<file path="src/rtl/psk_chan_emu.sv">
// I/Q channel emulator for on-chip loopback: delay, rotation, gain, noise, DC offset, saturation.
// Optional saturation counter enabled by defining PSK_CHAN_EMU_SAT_CNT_EN.
module psk_chan_emu #(
  parameter int unsigned DATA_W    = 12,
  parameter int unsigned DELAY_MAX = 16,
  parameter int unsigned NOISE_W   = 6,
  parameter logic [15:0] SEED_I    = 16'hACE1,
  parameter logic [15:0] SEED_Q    = 16'h1D2B,
  localparam int unsigned PTR_W    = $clog2(DELAY_MAX)
) (
  input  logic                     clk_16M384,
  input  logic                     rst_n_16M384,
  input  logic signed [DATA_W-1:0] DAC_I,
  input  logic signed [DATA_W-1:0] DAC_Q,
  input  logic                     DAC_vld,
  input  logic        [PTR_W-1:0]  DELAY_CNT,
  input  logic        [1:0]        ROT_CTRL,
  input  logic        [2:0]        GAIN_SHIFT,
  input  logic                     NOISE_EN,
  input  logic signed [DATA_W-1:0] DC_OFFSET,
`ifdef PSK_CHAN_EMU_SAT_CNT_EN
  input  logic                     SAT_CLR,
  output logic        [15:0]       SAT_CNT,
`endif
  output logic signed [DATA_W-1:0] ADC_I,
  output logic signed [DATA_W-1:0] ADC_Q,
  output logic                     ADC_vld
);

  localparam int unsigned EXT_W = DATA_W + 2;
  localparam logic signed [DATA_W-1:0] SMIN = {1'b1, {(DATA_W-1){1'b0}}};
  localparam logic signed [DATA_W-1:0] SMAX = {1'b0, {(DATA_W-1){1'b1}}};

  function automatic logic signed [DATA_W-1:0] neg_sat(input logic signed [DATA_W-1:0] x);
    if (x == SMIN) return SMAX;
    return -x;
  endfunction

  function automatic logic signed [DATA_W-1:0] clip(input logic signed [EXT_W-1:0] y);
    if (!y[EXT_W-1] && (y[EXT_W-2:DATA_W-1] != '0)) return SMAX;
    if (y[EXT_W-1] && (y[EXT_W-2:DATA_W-1] != '1)) return SMIN;
    return y[DATA_W-1:0];
  endfunction

  // Delay line
  logic signed [DATA_W-1:0] r_mem_i [DELAY_MAX];
  logic signed [DATA_W-1:0] r_mem_q [DELAY_MAX];
  logic [DELAY_MAX-1:0]     r_mem_v;
  logic [PTR_W-1:0]         r_wr_ptr;
  logic [PTR_W-1:0]         w_rd_ptr;
  logic signed [DATA_W-1:0] w_dly_i, w_dly_q;
  logic                     w_dly_v;

  always_ff @(posedge clk_16M384 or negedge rst_n_16M384) begin
    if (!rst_n_16M384) begin
      r_wr_ptr <= '0;
      r_mem_v  <= '0;
      for (int k = 0; k < DELAY_MAX; k++) begin
        r_mem_i[k] <= '0;
        r_mem_q[k] <= '0;
      end
    end else begin
      r_wr_ptr          <= r_wr_ptr + 1'b1;
      r_mem_i[r_wr_ptr] <= DAC_I;
      r_mem_q[r_wr_ptr] <= DAC_Q;
      r_mem_v[r_wr_ptr] <= DAC_vld;
    end
  end

  assign w_rd_ptr = r_wr_ptr - DELAY_CNT;

  // Zero delay bypasses the array so the sample being written is read the same cycle.
  always_comb begin
    if (DELAY_CNT == '0) begin
      w_dly_i = DAC_I;
      w_dly_q = DAC_Q;
      w_dly_v = DAC_vld;
    end else begin
      w_dly_i = r_mem_i[w_rd_ptr];
      w_dly_q = r_mem_q[w_rd_ptr];
      w_dly_v = r_mem_v[w_rd_ptr];
    end
  end

  // Stage 1: carrier-phase rotation
  logic signed [DATA_W-1:0] w_rot_i, w_rot_q;
  logic signed [DATA_W-1:0] r_s1_i, r_s1_q;
  logic                     r_s1_vld;

  always_comb begin
    w_rot_i = w_dly_i;
    w_rot_q = w_dly_q;
    unique case (ROT_CTRL)
      2'd0: begin
        w_rot_i = w_dly_i;
        w_rot_q = w_dly_q;
      end
      2'd1: begin
        w_rot_i = w_dly_q;
        w_rot_q = neg_sat(w_dly_i);
      end
      2'd2: begin
        w_rot_i = neg_sat(w_dly_i);
        w_rot_q = neg_sat(w_dly_q);
      end
      2'd3: begin
        w_rot_i = neg_sat(w_dly_q);
        w_rot_q = w_dly_i;
      end
    endcase
  end

  always_ff @(posedge clk_16M384 or negedge rst_n_16M384) begin
    if (!rst_n_16M384) begin
      r_s1_i   <= '0;
      r_s1_q   <= '0;
      r_s1_vld <= 1'b0;
    end else begin
      r_s1_i   <= w_rot_i;
      r_s1_q   <= w_rot_q;
      r_s1_vld <= w_dly_v;
    end
  end

  // Noise LFSRs, x^16 + x^14 + x^13 + x^11 + 1, free-running
  logic [15:0] r_lfsr_i, r_lfsr_q;

  always_ff @(posedge clk_16M384 or negedge rst_n_16M384) begin
    if (!rst_n_16M384) begin
      r_lfsr_i <= SEED_I;
      r_lfsr_q <= SEED_Q;
    end else begin
      r_lfsr_i <= {r_lfsr_i[14:0], r_lfsr_i[15] ^ r_lfsr_i[13] ^ r_lfsr_i[12] ^ r_lfsr_i[10]};
      r_lfsr_q <= {r_lfsr_q[14:0], r_lfsr_q[15] ^ r_lfsr_q[13] ^ r_lfsr_q[12] ^ r_lfsr_q[10]};
    end
  end

  // Stage 2: gain, noise, offset, saturation
  logic signed [DATA_W-1:0]  w_sh_i, w_sh_q;
  logic signed [NOISE_W-1:0] w_noise_i, w_noise_q;
  logic signed [EXT_W-1:0]   w_sum_i, w_sum_q;

  always_comb begin
    w_sh_i    = r_s1_i >>> GAIN_SHIFT;
    w_sh_q    = r_s1_q >>> GAIN_SHIFT;
    w_noise_i = NOISE_EN ? r_lfsr_i[NOISE_W-1:0] : '0;
    w_noise_q = NOISE_EN ? r_lfsr_q[NOISE_W-1:0] : '0;
    w_sum_i   = {{2{w_sh_i[DATA_W-1]}}, w_sh_i}
              + {{(EXT_W-NOISE_W){w_noise_i[NOISE_W-1]}}, w_noise_i}
              + {{2{DC_OFFSET[DATA_W-1]}}, DC_OFFSET};
    w_sum_q   = {{2{w_sh_q[DATA_W-1]}}, w_sh_q}
              + {{(EXT_W-NOISE_W){w_noise_q[NOISE_W-1]}}, w_noise_q}
              + {{2{DC_OFFSET[DATA_W-1]}}, DC_OFFSET};
  end

  always_ff @(posedge clk_16M384 or negedge rst_n_16M384) begin
    if (!rst_n_16M384) begin
      ADC_I   <= '0;
      ADC_Q   <= '0;
      ADC_vld <= 1'b0;
    end else if (r_s1_vld) begin
      ADC_I   <= clip(w_sum_i);
      ADC_Q   <= clip(w_sum_q);
      ADC_vld <= 1'b1;
    end else begin
      ADC_I   <= '0;
      ADC_Q   <= '0;
      ADC_vld <= 1'b0;
    end
  end

`ifdef PSK_CHAN_EMU_SAT_CNT_EN
  function automatic logic ovf(input logic signed [EXT_W-1:0] y);
    return (y[EXT_W-1:DATA_W-1] != '0) && (y[EXT_W-1:DATA_W-1] != '1);
  endfunction

  logic w_rot_sat;
  logic r_s1_sat;
  logic w_sat_evt;

  always_comb begin
    w_rot_sat = 1'b0;
    unique case (ROT_CTRL)
      2'd0: w_rot_sat = 1'b0;
      2'd1: w_rot_sat = (w_dly_i == SMIN);
      2'd2: w_rot_sat = (w_dly_i == SMIN) || (w_dly_q == SMIN);
      2'd3: w_rot_sat = (w_dly_q == SMIN);
    endcase
  end

  assign w_sat_evt = r_s1_vld && (r_s1_sat || ovf(w_sum_i) || ovf(w_sum_q));

  always_ff @(posedge clk_16M384 or negedge rst_n_16M384) begin
    if (!rst_n_16M384) begin
      r_s1_sat <= 1'b0;
      SAT_CNT  <= '0;
    end else begin
      r_s1_sat <= w_rot_sat;
      if (SAT_CLR) begin
        SAT_CNT <= '0;
      end else if (w_sat_evt && (SAT_CNT != 16'hFFFF)) begin
        SAT_CNT <= SAT_CNT + 16'd1;
      end
    end
  end
`endif

endmodule

</file>
<file path="config.mk">
export PLATFORM = sky130hd
export DESIGN_NAME = psk_chan_emu
export DESIGN_NICKNAME = d
export VERILOG_FILES = /design/src/rtl/psk_chan_emu.sv
export SDC_FILE = /design/constraint.sdc
export NUM_CORES = 1
export LEC_CHECK = 0
export ABC_AREA = 1
export CAP_MARGIN = 25
export CORE_ASPECT_RATIO = 0.8
export CORE_MARGIN = 2
export CORE_UTILIZATION = 50
export DETAILED_ROUTE_END_ITERATION = 7
export GPL_ROUTABILITY_DRIVEN = 0
export PLACE_DENSITY = 0.67
export SYNTH_ARGS = -nofsm -noshare
export SYNTH_HDL_FRONTEND = slang
export SYNTH_SLANG_ARGS = --single-unit
</file>
<file path="constraint.sdc">
create_clock -name clk_16M384 -period 8.8 [get_ports clk_16M384]
set_input_delay 1.76 -clock clk_16M384 [delete_from_list [all_inputs] [get_ports clk_16M384]]
set_output_delay 1.76 -clock clk_16M384 [all_outputs]
set_load 0.005 [all_outputs]
</file>
# --- After elaboration in Yosys (flattened, before gate mapping) ---
# Cells that the tools add are included.
word_totals:
  ff_bits: 486
  out_inout_bits: 25
  elab_cells: 140
op_classes:
  add_sub_neg: 8
  magnitude_cmp: 6
  n_eq_ne: 7
  n_shift: 2
  n_mux: 55
  n_bitwise: 8
  n_reduce_logical: 12
ops:
  columns: ["cell", "count"]
  rows:
  - ["bitwise mux 192 bit", 2]
  - ["2-to-1 mux 12 bit", 23]
  - ["binary-select mux 12 bit (select 4 bit)", 2]
  - ["case mux 12 bit (4 select lines)", 2]
  - ["demux 12 bit (select 4 bit)", 1]
  - ["adder 13 x 12 -> 14 bit", 2]
  - ["adder 12 x 6 -> 13 bit", 2]
  - ["== test 12 bit, second input constant", 2]
  - ["negation 12 bit", 2]
  - [">>> shifter 12 x 3 -> 12 bit", 2]
  - ["2-to-1 mux 1 bit", 20]
  - ["bitwise mux 16 bit", 1]
  - ["2-to-1 mux 6 bit", 2]
  - [">= comparator 5 bit, second input constant", 2]
  - ["less-than comparator 4 x 5 -> 1 bit, second input constant", 2]
  - ["NOT 4 -> 5 bit", 2]
  - ["logical AND 1 bit", 6]
  - ["XOR 1 bit", 6]
  - ["less-than comparator 5 x 1 -> 1 bit, second input constant", 1]
  - ["adder 4 x 1 -> 4 bit, second input constant", 1]
  - ["binary-select mux 1 bit (select 4 bit)", 1]
  - ["demux 1 bit (select 4 bit)", 1]
  - ["== test 2 bit, second input constant", 2]
  - [">= comparator 4 x 1 -> 1 bit, second input constant", 1]
  - ["other kinds (7)", 10]

# --- Logic depth before layout (Yosys ltp) ---
# Gate-level depths: netlist of the first run.
depth:
  word_depth: 12
  mapped_depth: 26

# --- Worst setup path after synthesis of the first run ---
# OpenSTA, ideal clock, no wires.
synth_timing:
  path_kind: "input -> register"
  startpoint: "input GAIN_SHIFT[0]"
  endpoint: "register ADC_Q[10]"
  t_arrival_ps: 5317
  setup_slack_ps: 3400
  stages: 21
  path_buffers: 2
  path_cell_list: "buf_1 mux2i_1 nand2_1 o21ai_0 nor2_1 a31oi_1 fa_1 inv_1 ha_1 inv_1 fa_1 nor2_1 o21ai_0 nand2_1 a21oi_1 o21ai_0 nand2_1 a22oi_1 o21ai_0 clkbuf_1 o21ai_0"
synth_between:
  elab_chain_cells: 11
  word_cells_on_any_way: 17
  cone_classes: "2 x add/sub; 1 x eq/ne; 1 x shift; 9 x mux; 4 x reduce/logical"
synth_rtl:
  columns: ["item", "line_no", "text"]
  rows:
  - ["start: declaration", "18", "input logic [2:0] GAIN_SHIFT,"]
  - [">>> shifter 12 x 3 -> 12 bit *", "145", "w_sh_q = r_s1_q >>> GAIN_SHIFT;"]
  - ["adder 12 x 6 -> 13 bit *", "152", "+ {{(EXT_W-NOISE_W){w_noise_q[NOISE_W-1]}}, w_noise_q}"]
  - ["adder 13 x 12 -> 14 bit *", "153", "+ {{2{DC_OFFSET[DATA_W-1]}}, DC_OFFSET};"]
  - ["!= test 2 bit", "41", "if (y[EXT_W-1] && (y[EXT_W-2:DATA_W-1] != '1)) return SMIN;"]
  - ["logical AND 1 bit", "41", null]
  - ["2-to-1 mux 1 bit (2 in a row)", "41", null]
  - ["2-to-1 mux 1 bit", "161", "end else if (r_s1_vld) begin"]
  - ["2-to-1 mux 12 bit", "42", "return y[DATA_W-1:0];"]
  - ["2-to-1 mux 12 bit *", "41", null]
  - ["2-to-1 mux 12 bit *", "161", null]
  - ["end signal: assignment", "163", "ADC_Q <= clip(w_sum_q);"]
  - ["end: declaration", "26", "output logic signed [DATA_W-1:0] ADC_Q,"]
# Every way passes the cells marked *; elsewhere a longest branch is shown, timed or not. The select of a mux whose other input is x is not followed.

# --- Worst setup path after layout of the first run ---
layout_timing:
  startpoint: "input GAIN_SHIFT[0]"
  endpoint: "register ADC_Q[3]"
# Same word-level chain as after synthesis.

==> metrics.txt, run 1 <==
outcome complete, no violations; Reg2Reg Depth 23; WP data arrival 7120 ps; Clk pin slew, worst setup/hold paths 60 ps; worst-skew pair later-pin latency 590 ps; Fill cells 4379; I/O Pins 74; relative slew slack 33.0%; Post-CTS Hold Buffers 0; row count 72; DPL Wire Length 43.5 mm; Routed WL per cell 19.1 µm; min-delay worst type reg2reg; Setup Buffers After CTS 0; all-layer global routing usage 28.6%; min cycle time layout 6640 ps; CTS tree done; multi-input logic area 11000 µm²; NumNets Final 3221; Critical R2R Capture r_s1_i[2]; total power 5820 µW; initial antenna violation count 1; measured slew at the worst slew-check pin 1010 ps; peak supply drop 0.140 mV; mapped cell area 24700 µm²; Final ANT Viol Nets 0; DIE WIDTH 253 µm; total gr overflow 0; Synth warnings 0; syn avg cell area 7.81 µm²; # setup viols final 0; Worst Path Required 9280 ps; critical path class in2reg; CP startpoint kind input pin; share of layout cells above drive strength 1 6.09%; Yosys reg bits 486; Fin Setup TNS 0 ps; IO Port Bufs 73; Syn Nets 3272; synthesis-to-layout area growth 11.1%; Layout Skew 16.6 ps; RR Startpoint r_wr_ptr[0]; CTS buffer count 49; vias in the first global route 20100; Lkg Pwr 0.0135 µW; H-tree Lvls 2; DIE HEIGHT 203 µm; Final Max Tran Viols 0; post-placement cell count 3689; largest net degree at the start of global routing 185; first-pass GRT wire length 114 mm; pwr dens 212 nW/µm²; Iteration-0 DRC Markers 2836; core area 48600 µm²; via count 21500; via density per instance 5.70; first drt pass iteration count 6; post_cts resized 0; Post-Route WL 72.0 mm; unrepaired setup endpoints after global routing false; Critical Path Start GAIN_SHIFT[0]; Post-route DRC 0; post-route insts no fill 3781; HP Start r_lfsr_i[8]; Final Hold Vio Count 0; FMAX 151 MHz; R2R Setup Slk 3910 ps; post-synth cell types 37; crit path max fanout 21; Crit. End Element flip-flop; sequential-to-total area share from yosys stat 49.3%; initial core utilization 50.9%; die area 51200 µm²; synthesized instance count 3163; Root Driver clkbuf_16; crit path to ADC_Q[3]; Max-cap violations 0; Max clock buf depth 3; CTS sink count 486; sequential cell area 12200 µm²; fin crit share 75.4%
[placed cells by master, fill, tap and decap left out, drive strengths merged, types with 17 or more instances in the layout]
master | Yosys | final
clkbuf | 141 | 67
nand3 | 200 | 200
nand4 | 27 | 27
ha | 33 | 33
nand2 | 1034 | 1034
inv | 173 | 173
xor2 | 24 | 24
a21oi | 30 | 30
o21ai | 608 | 608
fa | 27 | 27
nor2 | 251 | 251
clkdlybuf4s50 | 0 | 72
buf | 73 | 40
dfrtp | 470 | 470
clkinv | 1 | 17
[report_power, final]
group | total, µW | internal [µW] | switching [µW]
combinational | 1110 | 408 | 700
clock | 2220 | 1310 | 908
sequential | 2500 | 2410 | 90.4
total | 5820 | 4130 | 1700
[logic make-up after synthesis]
| family | share of synthesized area, % |
|---|---|
| mux | 0.486 |
| xor+xnor | 1.12 |
| simple gates | 24.8 |
| compound gates | 13.8 |
| flops | 49.3 |
| fa+ha+maj | 3.86 |
| buf+inv | 6.63 |
[through the flow]
stage / setup WS, ps / instance area [µm²] / hold slack [ps] / utilization, %
final: 2160 / 27400 / 349 / 56.5
after global routing: 1600 / 27400 / 359 / 56.5
after detailed placement: 1660 / 25700 / 335 / 52.9
after CTS: 2300 / 27400 / 349 / 56.4
after global placement: 1890 / 25700 / 337 / 52.9
after floorplan: 3400 / 24700 / 331 / -
[registers in the layout, summed over array words and instances, names as in the netlist]
signal    flops
r_s1_vld      1
r_s1_i       12
r_mem_i     192
r_wr_ptr      4
ADC_I        12
r_lfsr_q     16
ADC_Q        12
r_mem_v      16
ADC_vld       1
r_lfsr_i     16
r_s1_q       12
r_mem_q     192
[cell type report]
class                   instances  area share [%]
flip-flops and latches        486            44.4
inverters                     174            2.40
well taps                     629            2.87
diodes                          1         0.00912
clock buffers                  67            5.20
multi-input cells            2289            40.1
repair buffers                112            4.00
clock inverters                23            1.03
[cells in the mapped netlist]
library cell,n,area [µm²]
xor2_2,1,16.3
xnor2_2,1,16.3
buf_1,4,15.0
xnor2_1,5,43.8
nand2_2,10,62.6
o21ai_1,9,45.0
o21ai_0,599,3000
a31oi_1,4,25.0
nor2_1,243,912
nand4_1,27,169
nand3_1,194,971
nor2_2,4,25.0
mux2i_1,12,120
a21o_1,2,15.0
buf_2,46,230
buf_4,13,97.6
xor2_1,23,201
o22ai_1,7,43.8
o221ai_1,2,17.5
nand2_1,1024,3840
nor2_4,4,45.0
dfrtp_1,470,11800
clkbuf_1,141,529
ha_1,33,413
nor3_1,6,30.0
nand3_2,6,60.1
inv_1,164,616
buf_6,10,113
clkinv_1,1,3.75
dfstp_2,16,420
a22oi_1,2,15.0
o211ai_1,9,67.6
fa_1,27,541
a21oi_1,30,150
inv_2,9,33.8
o21bai_1,2,15.0
o2111ai_1,3,26.3
[how the worst min path moves through the flow]
stage	end	slack, ps	depth (start not counted)
after floorplan	r_lfsr_i[9]	330	0
after global placement	r_lfsr_i[9]	340	0
after detailed placement	r_lfsr_i[9]	330	0
after CTS	r_lfsr_i[9]	350	0
after global routing	r_lfsr_q[10]	360	0
final	r_lfsr_i[9]	350	0
[critical path, stage by stage]
cell and delay [ps]:
clkdlybuf4s50_1 1070, inv_1 390, nand2_1 150, nand2_1 80
o21ai_0 220, nor2_1 60, a31oi_1 210, fa_1 440
inv_1 70, ha_1 160, inv_1 60, fa_1 400
nor2_1 150, o21ai_0 140, nand2_1 110, a21oi_1 90
o21ai_0 260, nand2_1 90, a22oi_1 420, o21ai_0 450
o21ai_0 340
[layer usage]
layer	part of all wire [%]	GRT usage, %	routed length (µm)	vias up
met5	0	0	0	-
met4	1.8	6.66	1300	0
met3	9.1	5.81	6580	98
met2	44	42.8	31500	964
met1	45	42.8	32600	10400
li1	-	-	-	10100
Power figures use the tool's default switching activity.
==> run 2: changes to the inputs <==
PLACE_DENSITY = 0.7   (was 0.67)
clock period = 6 ns   (was 8.8 ns; I/O delays follow)
==> run 2 against run 1 <==
Sequential power increased by 46%; critical path type unchanged; clock-buffer cell count rose by 6; clock power is 39% higher; setup slack worse by 1500 ps; global-route usage rose by 0.091 points; sequential cell count unchanged; wire length grew 0.41%; design area increased by 0.28%; critical path depth is the same.
==> metrics.txt, run 2 (synthesis gave the netlist of run 1 again) <==
CTS sink count 486; Lkg Pwr 0.0136 µW; Final Hold Vio Count 0; R2R Setup Slk 1550 ps; Post-Route WL 72.3 mm; Root Driver clkbuf_16; DIE WIDTH 253 µm; Most Frequent Cell on Critical Path o21ai_0; Crit. End Element flip-flop; delay-heaviest family, CP compound AO/OA/AOI/OAI gates; slowest stage delay, CP 500 ps; WP data arrival 5720 ps; crit path max fanout 20; unrepaired setup endpoints after global routing false; measured slew at the worst slew-check pin 968 ps; peak supply drop 0.215 mV; most frequent cells in the layout 1020 x nand2_1, 599 x o21ai_0, 470 x dfrtp_1, 243 x nor2_1, 182 x nand3_1; first-pass GRT wire length 116 mm; Final ANT Viol Nets 0; min cycle time layout 5300 ps; Final Max Tran Viols 0; initial antenna violation count 0; synthesis-to-layout area growth 11.4%; relative slew slack 35.5%; H-tree Lvls 2; NumNets Final 3244; Iteration-0 DRC Markers 2496; Post-CTS Hold Buffers 0; row count 72; CP startpoint kind input pin; I/O Pins 74; # setup viols final 0; Setup Buffers After CTS 0; critical-path cell list clkdlybuf4s50_1 > buf_4 > mux2i_1 > nand2_1 > o21ai_0 > nor2_1 > a31oi_1 > fa_1 > inv_1 > ha_1 > inv_1 > fa_1 > nor2_1 > o21ai_0 > nand2_1 > a21oi_1 > o21ai_0 > xor2_1 > nand2_1 > nand3_1 > o21ai_0; most common cell after layout, fill and taps aside nand2_1; fin crit share 88.3%; post-placement cell count 3713; critical path class in2reg; Max clock buf depth 3; Max-cap violations 0; pwr dens 305 nW/µm²; HP Start r_lfsr_q[6]; Critical Path Start GAIN_SHIFT[0]; first drt pass iteration count 6; Post-route DRC 0; DIE HEIGHT 203 µm; IO Port Bufs 73; FMAX 189 MHz; total gr overflow 0; CTS buffer count 49; initial core utilization 50.9%; all-layer global routing usage 28.7%; Worst Path Required 6420 ps; Bufs and invs on worst path 4; DPL Wire Length 44.3 mm; largest registers r_mem_i (192), r_mem_q (192); diode count 0; Routed WL per cell 19.0 µm; worst-skew pair later-pin latency 580 ps; via count 21800; largest net degree at the start of global routing 132; vias in the first global route 20800; via density per instance 5.72; core area 48600 µm²; min-delay worst type reg2reg; Layout Skew 27.1 ps; post_cts resized 0; Clk pin slew, worst setup/hold paths 70 ps; share of layout cells above drive strength 1 6.49%; RR Startpoint r_wr_ptr[0]; outcome complete, no violations; CTS tree done; post-route insts no fill 3802; CP max-delay cell clkdlybuf4s50_1; die area 51200 µm²; Fin Setup TNS 0 ps
==> run 2: area by class of cell <==
| cell class | count | area, µm² |
|---|---|---|
| inverters | 174 | 657 |
| multi-input cells | 2289 | 11000 |
| flip-flops and latches | 486 | 12200 |
| repair buffers | 135 | 1300 |
| clock inverters | 16 | 183 |
| well taps | 629 | 787 |
| fillers | 4371 | 21000 |
| clock buffers | 73 | 1410 |
==> run 2: metrics by stage <==
step                      area (µm²)  hold slack (ps)  setup slack, ps  total power, µW  util [%]
final                          27500              348              705             8400      56.7
after floorplan                24700              331             1160             4670         -
after global placement         25900              335              356             5280      53.4
after CTS                      27500              350              779             8410      56.7
after global routing           27500              354              328             8810      56.7
after detailed placement       25900              336              190             5340      53.4
==> run 2: worst paths after layout <==
| check | end | cells after the start |
|---|---|---|
| setup / recovery | ADC_Q[10] | 21 |
| hold / removal | r_lfsr_q[7] | 0 |
| setup reg to reg | r_s1_q[9] | 22 |
| hold reg to reg | r_lfsr_q[7] | 0 |
| max in group asynchronous | r_lfsr_q[15] | 2 |
| min in group asynchronous | r_mem_v[1] | 1 |
==> run 2: worst register-to-register path, cell delays in order (launching register included) <==
cell and delay (ps):
dfrtp_1 420, inv_1 180, ha_4 150, inv_1 50
fa_4 790, clkinv_2 340, buf_12 340, nand3_1 90
nand2_1 50, nand2_1 50, nand3_1 70, nand3_1 150
nand2_1 190, inv_1 100, ha_1 170, inv_1 50
nor2_1 200, nand2_1 170, nor2_2 170, nand2_2 240
nand3_1 210, nand2_1 70, nand4_1 130
==> run 2: power breakdown <==
group | leakage [µW] | internal [µW] | switching [µW]
combinational | 0.00707 | 620 | 1030
sequential | 0.00571 | 3530 | 131
clock | 0.000786 | 1790 | 1300
total | 0.0136 | 5940 | 2460
==> run 2: metal layers <==
metal,vias up,GRT usage (%),routed length [µm]
li1,10100,-,-
met1,10400,41.8,31900
met2,1005,44.4,32100
met3,169,5.13,6370
met4,0,7.76,1910
met5,-,0,0
==> run 3: changes to the inputs <==
CORE_UTILIZATION = 40   (was 50)
PLACE_DENSITY = not set   (was 0.7)
==> run 3 against run 2 <==
Clock power rose by 5%; non-clock buffer count fell by 3; sequential share of layout area fell by 0.52 points; clock-buffer cell count did not move; fmax rose by 1.3%; worst hold slack got worse by 4.6 ps; register-to-register slack improved by 30 ps; combinational power barely moved.
==> metrics.txt, run 3 (synthesis gave the netlist of run 1 again) <==
Max-cap violations 0; peak supply drop 0.196 mV; unrepaired setup endpoints after global routing false; WP data arrival 5710 ps; DIE HEIGHT 226 µm; Iteration-0 DRC Markers 2291; fin crit share 87.1%; Core Util, Final 45.6%; critical path class in2reg; worst-skew pair later-pin latency 600 ps; CTS buffer count 50; critical-path cell list clkdlybuf4s50_1 > buf_4 > mux2i_1 > nand2_1 > o21ai_0 > nor2_1 > a31oi_1 > fa_1 > inv_1 > ha_1 > inv_1 > fa_1 > nor2_1 > o21ai_0 > nand2_1 > a21oi_1 > o21ai_0 > nand2_1 > a22oi_1 > o21ai_0 > buf_4 > o21ai_0; initial core utilization 40.4%; pwr dens 307 nW/µm²; NumNets Final 3242; I/O Pins 74; share of layout cells above drive strength 1 6.59%; Final Hold Vio Count 0; Setup Buffers After CTS 0; vias in the first global route 20700; Crit. End Element flip-flop; slowest stage delay, CP 480 ps; Routed WL per cell 18.6 µm; CP max-delay cell fa_1; Root Driver clkbuf_16; largest net degree at the start of global routing 123; relative slew slack 36.9%; Most Frequent Cell on Critical Path o21ai_0; Worst Path Required 6480 ps; Post-route DRC 0; post_cts resized 0; initial antenna violation count 0; DIE WIDTH 282 µm; row count 81; Lkg Pwr 0.0136 µW; fin area 27800 µm²; min-delay worst type reg2reg; FMAX 191 MHz; most frequent cells in the layout 1020 x nand2_1, 599 x o21ai_0, 470 x dfrtp_1, 243 x nor2_1, 182 x nand3_1; diode count 0; outcome complete, no violations; first drt pass iteration count 6; CTS sink count 486; Max clock buf depth 3; min cycle time layout 5230 ps; CP startpoint kind input pin; largest registers r_mem_i (192), r_mem_q (192); first-pass GRT wire length 119 mm; Post-Route WL 74.5 mm; H-tree Lvls 2; crit path max fanout 20; synthesis-to-layout area growth 12.7%; Final Max Tran Viols 0; via density per instance 5.32; post-placement cell count 3911; DPL Wire Length 46.0 mm; IO Port Bufs 73; Post-CTS Hold Buffers 0; dpl cell area 26100 µm²; CTS tree done; total gr overflow 0; measured slew at the worst slew-check pin 946 ps; via count 21300; most common cell after layout, fill and taps aside nand2_1; Clk pin slew, worst setup/hold paths 60 ps; # setup viols final 0; die area 63800 µm²; Layout Skew 20.4 ps; core area 61100 µm²; Fin Setup TNS 0 ps; post-route insts no fill 4000; Final ANT Viol Nets 0; all-layer global routing usage 23.9%
run 3: cell count changes in the layout (fill, tap and decap cells not counted), sizes merged:
cell and change:
buf -3, clkinvlp +1, clkinv -1
run 3: metrics by stage:
step | hold slack, ps | total power, µW | setup slack [ps]
finish | 344 | 8540 | 773
CTS | 346 | 8590 | 891
global placement | 334 | 5300 | 471
floorplan | 331 | 4670 | 1160
global route | 360 | 8990 | 462
detailed placement | 335 | 5340 | 270
run 3: layout make-up:
type / count / area, µm²
Timing Repair Buffer: 132 / 1270
Multi-Input combinational cell: 2289 / 11000
Clock inverter: 16 / 185
Sequential cell: 486 / 12200
Fill cell: 5987 / 33300
Clock buffer: 73 / 1510
Tap cell: 830 / 1040
Inverter: 174 / 657
run 3: worst max-delay path, delay by kind of cell:
family	cells	cell delay (ps)
muxes	1	260
AOI/OAI and AO/OA	8	1690
adders and majority gates	3	1040
and+or+nand+nor	5	440
buffers and inverters	5	1070
run 3: worst paths after layout:
path                               startpoint          end  slack [ps]  cells after the start
max in group asynchronous        rst_n_16M384  r_mem_i[54]        4020                      2
worst min register to register    r_lfsr_i[8]  r_lfsr_i[9]         340                      0
min in group asynchronous        rst_n_16M384  r_mem_i[23]         580                      1
worst max register to register    r_wr_ptr[0]    r_s1_q[2]        1580                     21
worst min-delay path              r_lfsr_i[8]  r_lfsr_i[9]         340                      0
worst max-delay path            GAIN_SHIFT[0]     ADC_Q[3]         770                     22
run 3: metal layers:
layer	up-vias	global-route usage [%]	wire, µm
li1	10100	-	-
met1	10200	34.9	34100
met2	782	37.1	33400
met3	114	3.49	5290
met4	0	6.40	1660
met5	-	0	0
run 3: report_power, final:
group,internal [µW],switching (µW),total [µW]
combinational,614,1020,1630
sequential,3530,140,3670
clock,1910,1330,3240
